[config.mk]
export PLATFORM = sky130hd
export DESIGN_NAME = dc_bu_read_manager_flat
export DESIGN_NICKNAME = d
export VERILOG_FILES = /design/src/rtl/dc_bu_pkg.sv /design/src/rtl/dc_bu_read_manager_if.sv /design/src/rtl/dc_bu_rd_valid_tracker.sv /design/src/rtl/dc_bu_read_manager.sv /design/src/flat_wrapper.sv
export SDC_FILE = /design/constraint.sdc
export NUM_CORES = 1
export LEC_CHECK = 0
export CAP_MARGIN = 40
export CORE_MARGIN = 8
export CORE_UTILIZATION = 31
export DETAILED_ROUTE_END_ITERATION = 12
export PLACE_DENSITY = 0.63
export SLEW_MARGIN = 30
export SYNTH_ARGS = -nofsm -noshare
export SYNTH_HDL_FRONTEND = slang
export SYNTH_SLANG_ARGS = --single-unit
[constraint.sdc]
create_clock -name clk -period 2.05 [get_ports clk]
set_input_delay 0.41 -clock clk [delete_from_list [all_inputs] [get_ports clk]]
set_output_delay 0.41 -clock clk [all_outputs]
set_load 0.03 [all_outputs]
[src/rtl/dc_bu_pkg.sv]
// dc_bu_pkg
// Shared definitions for the buffering-unit line-buffer managers.
//   rd_state_e           : read manager state encoding (IDLE, READ, DRAIN)
//   DEFAULT_BUFFER_NUM   : default number of line buffers
//   DEFAULT_BUFFER_SIZE  : default entries per line buffer
package dc_bu_pkg;

  typedef enum logic [1:0] {
    IDLE  = 2'd0,
    READ  = 2'd1,
    DRAIN = 2'd2
  } rd_state_e;

  localparam int DEFAULT_BUFFER_NUM  = 5;
  localparam int DEFAULT_BUFFER_SIZE = 128;

endpackage

[src/rtl/dc_bu_read_manager_if.sv]
// dc_bu_read_manager_if
// Line-request and pixel-stream signals between a line consumer (master)
// and the line-buffer read manager (slave).
//   pixels_per_line, start_line, read_buffer_id, out_ready : master -> slave
//   mem_addr, re_vec, rd_sel, pix_valid, line_done, busy    : slave -> master
// Optional feature macro DC_BU_RD_PIXEL_DOUBLE_EN adds pixel_double
// (master -> slave), which sends every address twice.
interface dc_bu_read_manager_if #(
  parameter int BUFF_ADDR_WIDTH       = 7,
  parameter int BUFFER_NUM            = 5,
  parameter int PIXELS_PER_LINE_WIDTH = 8
);

  logic [PIXELS_PER_LINE_WIDTH-1:0] pixels_per_line;
  logic                             start_line;
  logic [BUFFER_NUM-1:0]            read_buffer_id;
  logic                             out_ready;
`ifdef DC_BU_RD_PIXEL_DOUBLE_EN
  logic                             pixel_double;
`endif
  logic [BUFF_ADDR_WIDTH-1:0]       mem_addr;
  logic [BUFFER_NUM-1:0]            re_vec;
  logic [BUFFER_NUM-1:0]            rd_sel;
  logic                             pix_valid;
  logic                             line_done;
  logic                             busy;

`ifdef DC_BU_RD_PIXEL_DOUBLE_EN
  modport master (
    output pixels_per_line, start_line, read_buffer_id, out_ready, pixel_double,
    input  mem_addr, re_vec, rd_sel, pix_valid, line_done, busy
  );
  modport slave (
    input  pixels_per_line, start_line, read_buffer_id, out_ready, pixel_double,
    output mem_addr, re_vec, rd_sel, pix_valid, line_done, busy
  );
`else
  modport master (
    output pixels_per_line, start_line, read_buffer_id, out_ready,
    input  mem_addr, re_vec, rd_sel, pix_valid, line_done, busy
  );
  modport slave (
    input  pixels_per_line, start_line, read_buffer_id, out_ready,
    output mem_addr, re_vec, rd_sel, pix_valid, line_done, busy
  );
`endif

endinterface

[src/rtl/dc_bu_rd_valid_tracker.sv]
// dc_bu_rd_valid_tracker
// Valid tracking for a RAM with 1-cycle read latency feeding a valid/ready
// stream. A read is issued only when the output slot is empty or is being
// drained in the same cycle, so held RAM data is never overwritten.
//   clk, rst     : clock, async active-high reset
//   en           : global enable; freezes pix_valid and blocks issue/accept
//   read_active  : the reader wants to issue reads this cycle
//   out_ready    : downstream accepts the current pixel
//   issue        : a read is launched this cycle
//   accept       : the current pixel is consumed this cycle
//   pix_valid    : RAM output holds a valid pixel
module dc_bu_rd_valid_tracker (
  input  logic clk,
  input  logic rst,
  input  logic en,
  input  logic read_active,
  input  logic out_ready,
  output logic issue,
  output logic accept,
  output logic pix_valid
);

  logic pix_valid_q, pix_valid_d;

  assign issue     = en && read_active && (!pix_valid_q || out_ready);
  assign accept    = en && pix_valid_q && out_ready;
  assign pix_valid = pix_valid_q;

  always_comb begin
    pix_valid_d = pix_valid_q;
    if (issue) begin
      pix_valid_d = 1'b1;
    end else if (accept) begin
      pix_valid_d = 1'b0;
    end
  end

  always_ff @(posedge clk or posedge rst) begin
    if (rst) begin
      pix_valid_q <= 1'b0;
    end else begin
      pix_valid_q <= pix_valid_d;
    end
  end

endmodule

[src/rtl/dc_bu_read_manager.sv]
// dc_bu_read_manager
// Sweeps addresses 0..N-1 over one selected line buffer on a start pulse and
// presents the RAM output as a valid/ready pixel stream with backpressure.
//   clk, rst : clock, async active-high reset
//   en       : global enable; all state frozen while low
//   bus      : dc_bu_read_manager_if slave (line request in, pixel stream out)
// Optional feature macro DC_BU_RD_PIXEL_DOUBLE_EN: pixel_double, sampled at
// start, presents each address for two accepted beats.
module dc_bu_read_manager
  import dc_bu_pkg::*;
#(
  parameter int BUFF_ADDR_WIDTH       = 7,
  parameter int BUFFER_SIZE           = DEFAULT_BUFFER_SIZE,
  parameter int BUFFER_NUM            = DEFAULT_BUFFER_NUM,
  parameter int PIXELS_PER_LINE_WIDTH = 8
) (
  input logic                  clk,
  input logic                  rst,
  input logic                  en,
  dc_bu_read_manager_if.slave  bus
);

  // Wide enough to hold both pixels_per_line and BUFFER_SIZE untruncated.
  localparam int CNT_W = (PIXELS_PER_LINE_WIDTH > BUFF_ADDR_WIDTH + 1) ?
                         PIXELS_PER_LINE_WIDTH : BUFF_ADDR_WIDTH + 1;

  rd_state_e                  state_q, state_d;
  logic [BUFF_ADDR_WIDTH-1:0] addr_q, addr_d;
  logic [BUFFER_NUM-1:0]      buf_id_q, buf_id_d;
  logic [CNT_W-1:0]           n_q, n_d;
  logic                       done_q, done_d;

  logic                       issue, accept, pix_valid;
  logic [CNT_W-1:0]           ppl_ext, n_in;
  logic                       at_last;
  logic                       hold_beat;

`ifdef DC_BU_RD_PIXEL_DOUBLE_EN
  logic dbl_q, dbl_d;
  logic phase_q, phase_d;
  // First beat of a doubled address: reissue it instead of advancing.
  assign hold_beat = dbl_q && !phase_q;
`else
  assign hold_beat = 1'b0;
`endif

  assign ppl_ext = CNT_W'(bus.pixels_per_line);
  assign n_in    = (ppl_ext > CNT_W'(BUFFER_SIZE)) ? CNT_W'(BUFFER_SIZE) : ppl_ext;
  assign at_last = (CNT_W'(addr_q) == (n_q - CNT_W'(1)));

  dc_bu_rd_valid_tracker u_valid (
    .clk         (clk),
    .rst         (rst),
    .en          (en),
    .read_active (state_q == READ),
    .out_ready   (bus.out_ready),
    .issue       (issue),
    .accept      (accept),
    .pix_valid   (pix_valid)
  );

  always_comb begin
    state_d  = state_q;
    addr_d   = addr_q;
    buf_id_d = buf_id_q;
    n_d      = n_q;
    // The zero-length pulse survives an en-low cycle so it is not lost.
    done_d   = en ? 1'b0 : done_q;
`ifdef DC_BU_RD_PIXEL_DOUBLE_EN
    dbl_d    = dbl_q;
    phase_d  = phase_q;
`endif
    if (en) begin
      case (state_q)
        IDLE: begin
          if (bus.start_line) begin
            buf_id_d = bus.read_buffer_id;
            n_d      = n_in;
            addr_d   = '0;
`ifdef DC_BU_RD_PIXEL_DOUBLE_EN
            dbl_d    = bus.pixel_double;
            phase_d  = 1'b0;
`endif
            if (n_in == '0) begin
              done_d = 1'b1;
            end else begin
              state_d = READ;
            end
          end
        end
        READ: begin
          if (issue) begin
`ifdef DC_BU_RD_PIXEL_DOUBLE_EN
            phase_d = hold_beat;
`endif
            if (!hold_beat) begin
              if (at_last) begin
                state_d = DRAIN;
              end else begin
                addr_d = addr_q + BUFF_ADDR_WIDTH'(1);
              end
            end
          end
        end
        DRAIN: begin
          if (accept) begin
            addr_d  = '0;
            state_d = IDLE;
          end
        end
        default: state_d = IDLE;
      endcase
    end
  end

  always_ff @(posedge clk or posedge rst) begin
    if (rst) begin
      state_q  <= IDLE;
      addr_q   <= '0;
      buf_id_q <= '0;
      n_q      <= '0;
      done_q   <= 1'b0;
`ifdef DC_BU_RD_PIXEL_DOUBLE_EN
      dbl_q    <= 1'b0;
      phase_q  <= 1'b0;
`endif
    end else begin
      state_q  <= state_d;
      addr_q   <= addr_d;
      buf_id_q <= buf_id_d;
      n_q      <= n_d;
      done_q   <= done_d;
`ifdef DC_BU_RD_PIXEL_DOUBLE_EN
      dbl_q    <= dbl_d;
      phase_q  <= phase_d;
`endif
    end
  end

  assign bus.mem_addr  = addr_q;
  assign bus.re_vec    = issue ? buf_id_q : '0;
  assign bus.rd_sel    = buf_id_q;
  assign bus.pix_valid = pix_valid;
  // Last pixel accepted this cycle, or the registered zero-length pulse.
  assign bus.line_done = en && (((state_q == DRAIN) && accept) || done_q);
  assign bus.busy      = (state_q != IDLE);

endmodule

[src/flat_wrapper.sv]
// flat-port wrapper written by rule: the top's interface ports become plain ports
module dc_bu_read_manager_flat import dc_bu_pkg::*;
#(
  parameter int BUFF_ADDR_WIDTH       = 7,
  parameter int BUFFER_SIZE           = DEFAULT_BUFFER_SIZE,
  parameter int BUFFER_NUM            = DEFAULT_BUFFER_NUM,
  parameter int PIXELS_PER_LINE_WIDTH = 8
)
  (clk, rst, en, bus_pixels_per_line, bus_start_line, bus_read_buffer_id, bus_out_ready, bus_mem_addr, bus_re_vec, bus_rd_sel, bus_pix_valid, bus_line_done, bus_busy);
  dc_bu_read_manager_if #(.BUFF_ADDR_WIDTH(BUFF_ADDR_WIDTH), .BUFFER_NUM(BUFFER_NUM), .PIXELS_PER_LINE_WIDTH(PIXELS_PER_LINE_WIDTH)) bus_i ();
  input logic clk;
  input logic rst;
  input logic en;
  input wire logic [$bits(bus_i.pixels_per_line)-1:0] bus_pixels_per_line;
  input wire logic [$bits(bus_i.start_line)-1:0] bus_start_line;
  input wire logic [$bits(bus_i.read_buffer_id)-1:0] bus_read_buffer_id;
  input wire logic [$bits(bus_i.out_ready)-1:0] bus_out_ready;
  output wire logic [$bits(bus_i.mem_addr)-1:0] bus_mem_addr;
  output wire logic [$bits(bus_i.re_vec)-1:0] bus_re_vec;
  output wire logic [$bits(bus_i.rd_sel)-1:0] bus_rd_sel;
  output wire logic [$bits(bus_i.pix_valid)-1:0] bus_pix_valid;
  output wire logic [$bits(bus_i.line_done)-1:0] bus_line_done;
  output wire logic [$bits(bus_i.busy)-1:0] bus_busy;
  assign bus_i.pixels_per_line = bus_pixels_per_line;
  assign bus_i.start_line = bus_start_line;
  assign bus_i.read_buffer_id = bus_read_buffer_id;
  assign bus_i.out_ready = bus_out_ready;
  assign bus_mem_addr = bus_i.mem_addr;
  assign bus_re_vec = bus_i.re_vec;
  assign bus_rd_sel = bus_i.rd_sel;
  assign bus_pix_valid = bus_i.pix_valid;
  assign bus_line_done = bus_i.line_done;
  assign bus_busy = bus_i.busy;
  dc_bu_read_manager #(.BUFF_ADDR_WIDTH(BUFF_ADDR_WIDTH), .BUFFER_SIZE(BUFFER_SIZE), .BUFFER_NUM(BUFFER_NUM), .PIXELS_PER_LINE_WIDTH(PIXELS_PER_LINE_WIDTH)) u_core (.clk(clk), .rst(rst), .en(en), .bus(bus_i));
endmodule
==> flow_summary.toml <==
[cts]
cts_tree = "yes"
clockBufferDepth = 2
insertion_delay_ns = 0.26
cts_max_level = 1
root_buffer = "clkbuf_8"
cts_buffers = 3
clk_pin_slew_ns = 0.09
cts_hold_buf = 0
cts.sinks = 24

[place]
dpl.hpwl_mm = 3.059
placed_area_um2 = 2170
place.gp.congestion = 0.7708
dpl.cell_count = 285
io_buffer_count = 37
pre_cts_ws_ns = -0.1512

[pwr]
power_mw = 3.568
irDropWorstVdd_mv = 0.7405
power.leakage_nw = 1.063
p_per_area_nw_per_um2 = 1491

[sta]
final_max_slew_viol_count = 0
fin_crit_ns = 2.008
final.period_utilization_pct = 97.93
hold_viol = 0
tns_ns = 0
skew_ns = 0.001568
rsz0062_at_grt = "true"
setup_viol = 0
holdWs_ns = 0.4866
clock.fmax_ghz = 0.4981
postLayoutSetupSlackWorst_ns = 0.04240
relSlewSlack_pct = 65.17
tightestPinTransition_ns = 0.5201

[logic_synthesis]
async_reset_ff_share_pct = 100.0
yosys-top-cells-count = "dfrtp_1, nand2_1, o21ai_0, and3_1, nand2b_1"
synth.distinct_cells = 51
synth.avg_cell_area_um2 = 9.666
synth_area_um2 = 1585
syn_nets = 184
ys_ff_latch = 24
synth_top_cells_by_area = "dfrtp_1, nand2_1, mux2_2, and3_1, nand2b_1"
post-synth-top-count-cell = "dfrtp_1"
syn_inst = 164
synth_edf_count = 0
ys.flop_type = "dfrtp_1"
yosys_warnings = 0
synth_top_area_share_pct = 37.88
yosysSeqAreaShare_pct = 37.88
yosysTopAreaCell = "dfrtp_1"

[detailed_routing]
drtPass1Iterations = 4
route.detailed.drc = 0
postRouteWirelength_mm = 4.113
drtIter0Drc = 99
routedWlPerCell_um = 13.99
routed_via_density = 4.946
antenna_left = 0
vias = 1454

[worst_setup_path]
start_kind = "register"
reg2reg_from = "u_core.n_q[0]"
crit_path_end_kind = "register"
r2r_end = "u_core.bus.mem_addr[3]"
slowest_delay_ns = 0.39
reg2regPathDepth = 8
slowest_stage = "dfrtp_1"
required_ns = 2.21
worstPathCellList = "buf_4 -> or3_1 -> nand4_1 -> nand4b_4 -> a41oi_4 -> buf_6 -> a21oi_2 -> a211o_1"
reg2reg_slack_ns = 0.04
path_max_fanout = 7
worstPathArrival_ns = 2.17
critPathKind = "register to register"

[hold_path]
hp-class = "input pin to async pin"

[flow_run]
cap_violations = 0

[global_routing]
gr-total-overflow = 0
grtUsageTotal_pct = 11.37
grt_first_pass_wirelength_mm = 7.031
grt_max_degree = 25
antenna_found_initial = 0
grt_pass1_vias = 1507

[cells_and_area]
num-fill-cells = 490
final_area_um2 = 2392
final_util_pct = 47.75
drive_gt1_share_pct = 33.48
num_antenna_cells = 0
layoutNonFillerInstCount = 294
synthToLayoutAreaGrowth_pct = 50.91
nets = 245

[floorplan]
core_area_um2 = 5010
die_y_um = 87.51
ios = 38
rows = 26
initial_core_util_pct = 31.64
design.die.area_um2 = 7658
die_w_um = 87.51

[outcome]
status = "finished clean"
logic make-up (layout without fill, tap and decap cells):
kind of cell / Yosys count / in the layout / synth area share [%]
AOI/OAI and AO/OA: 39 / 39 / 19.57
xor gates and xnor gates: 7 / 7 / 3.867
adders and majority gates: 2 / 2 / 1.578
buffers and inverters: 16 / 76 / 5.051
DFF: 24 / 24 / 37.89
muxes: 6 / 6 / 4.262
and+or+nand+nor: 70 / 70 / 27.78
final cells by class:
cell class              count  area [um^2]  share of cell area [%]
clock inverters             1        30.03                   1.255
flip-flops and latches     24        604.3                   25.26
repair buffers             66        619.3                   25.89
inverters                   6        22.52                  0.9414
well taps                  70        87.58                   3.661
clock buffers               3        41.29                   1.726
multi-input cells         124        987.2                   41.27
registers in the layout, indices dropped and copies added, names as in the netlist, named ones only:
register                  count
u_core.n_q                    8
u_core.bus.mem_addr           7
u_core.bus.rd_sel             5
u_core.state_q                2
u_core.u_valid.pix_valid      1
power by group:
part / internal, mW / switching (mW) / leakage [nW]
clock network: 0.261 / 0.153 / 0.0357
logic: 1.14 / 1.17 / 0.740
registers: 0.648 / 0.203 / 0.287
total: 2.05 / 1.52 / 1.06
worst max-delay path: cells and delay by family (launching register included):
kind	cells	cell delay, ns
and+or+nand+nor	3	0.62
AOI/OAI and AO/OA	3	0.55
DFF	1	0.39
buffers and inverters	2	0.33
layout by cell type, fill, tap and decap left out, types with 4 or more instances in the layout:
| cell | instances |
|---|---|
| nand2b_1 | 7 |
| dfrtp_1 | 21 |
| o21ai_0 | 8 |
| buf_4 | 26 |
| inv_1 | 4 |
| nand4_1 | 6 |
| buf_6 | 8 |
| a31oi_1 | 4 |
| xnor2_1 | 4 |
| nand3_1 | 4 |
| nand2_1 | 19 |
| clkdlybuf4s50_1 | 28 |
| nor2_1 | 5 |
| mux2_2 | 6 |
how the worst max path moves through the flow:
stage                               from                endpoint  slack [ns]  cells after the start
after floorplan            u_core.n_q[0]  u_core.bus.mem_addr[3]       -0.02                     10
after CTS                 bus_start_line           bus_re_vec[2]       -0.01                      6
final                      u_core.n_q[0]  u_core.bus.mem_addr[3]        0.04                      8
after global routing       u_core.n_q[2]  u_core.bus.mem_addr[6]       -0.05                      8
after detailed placement   bus_out_ready  u_core.bus.mem_addr[2]       -0.15                      8
after global placement     bus_out_ready  u_core.bus.mem_addr[2]       -0.13                      8
metal layers:
metal	GRT usage [%]	part of all wire (%)	vias up
met4	3.750	1.1	0
met3	3.302	5.3	4
met5	0	0	-
met2	18.39	47	31
met1	14.08	46	693
li1	-	-	726
timing repair:
item,4_1_cts,5_1_grt
cloned,0,1
hold endpoints to repair,0,0
endpoints found under the setup margin,9,13
buffers inserted,2,2
pin swaps,4,11
gates resized for setup,12,21
No activity file was read; power rests on OpenSTA's default activity.
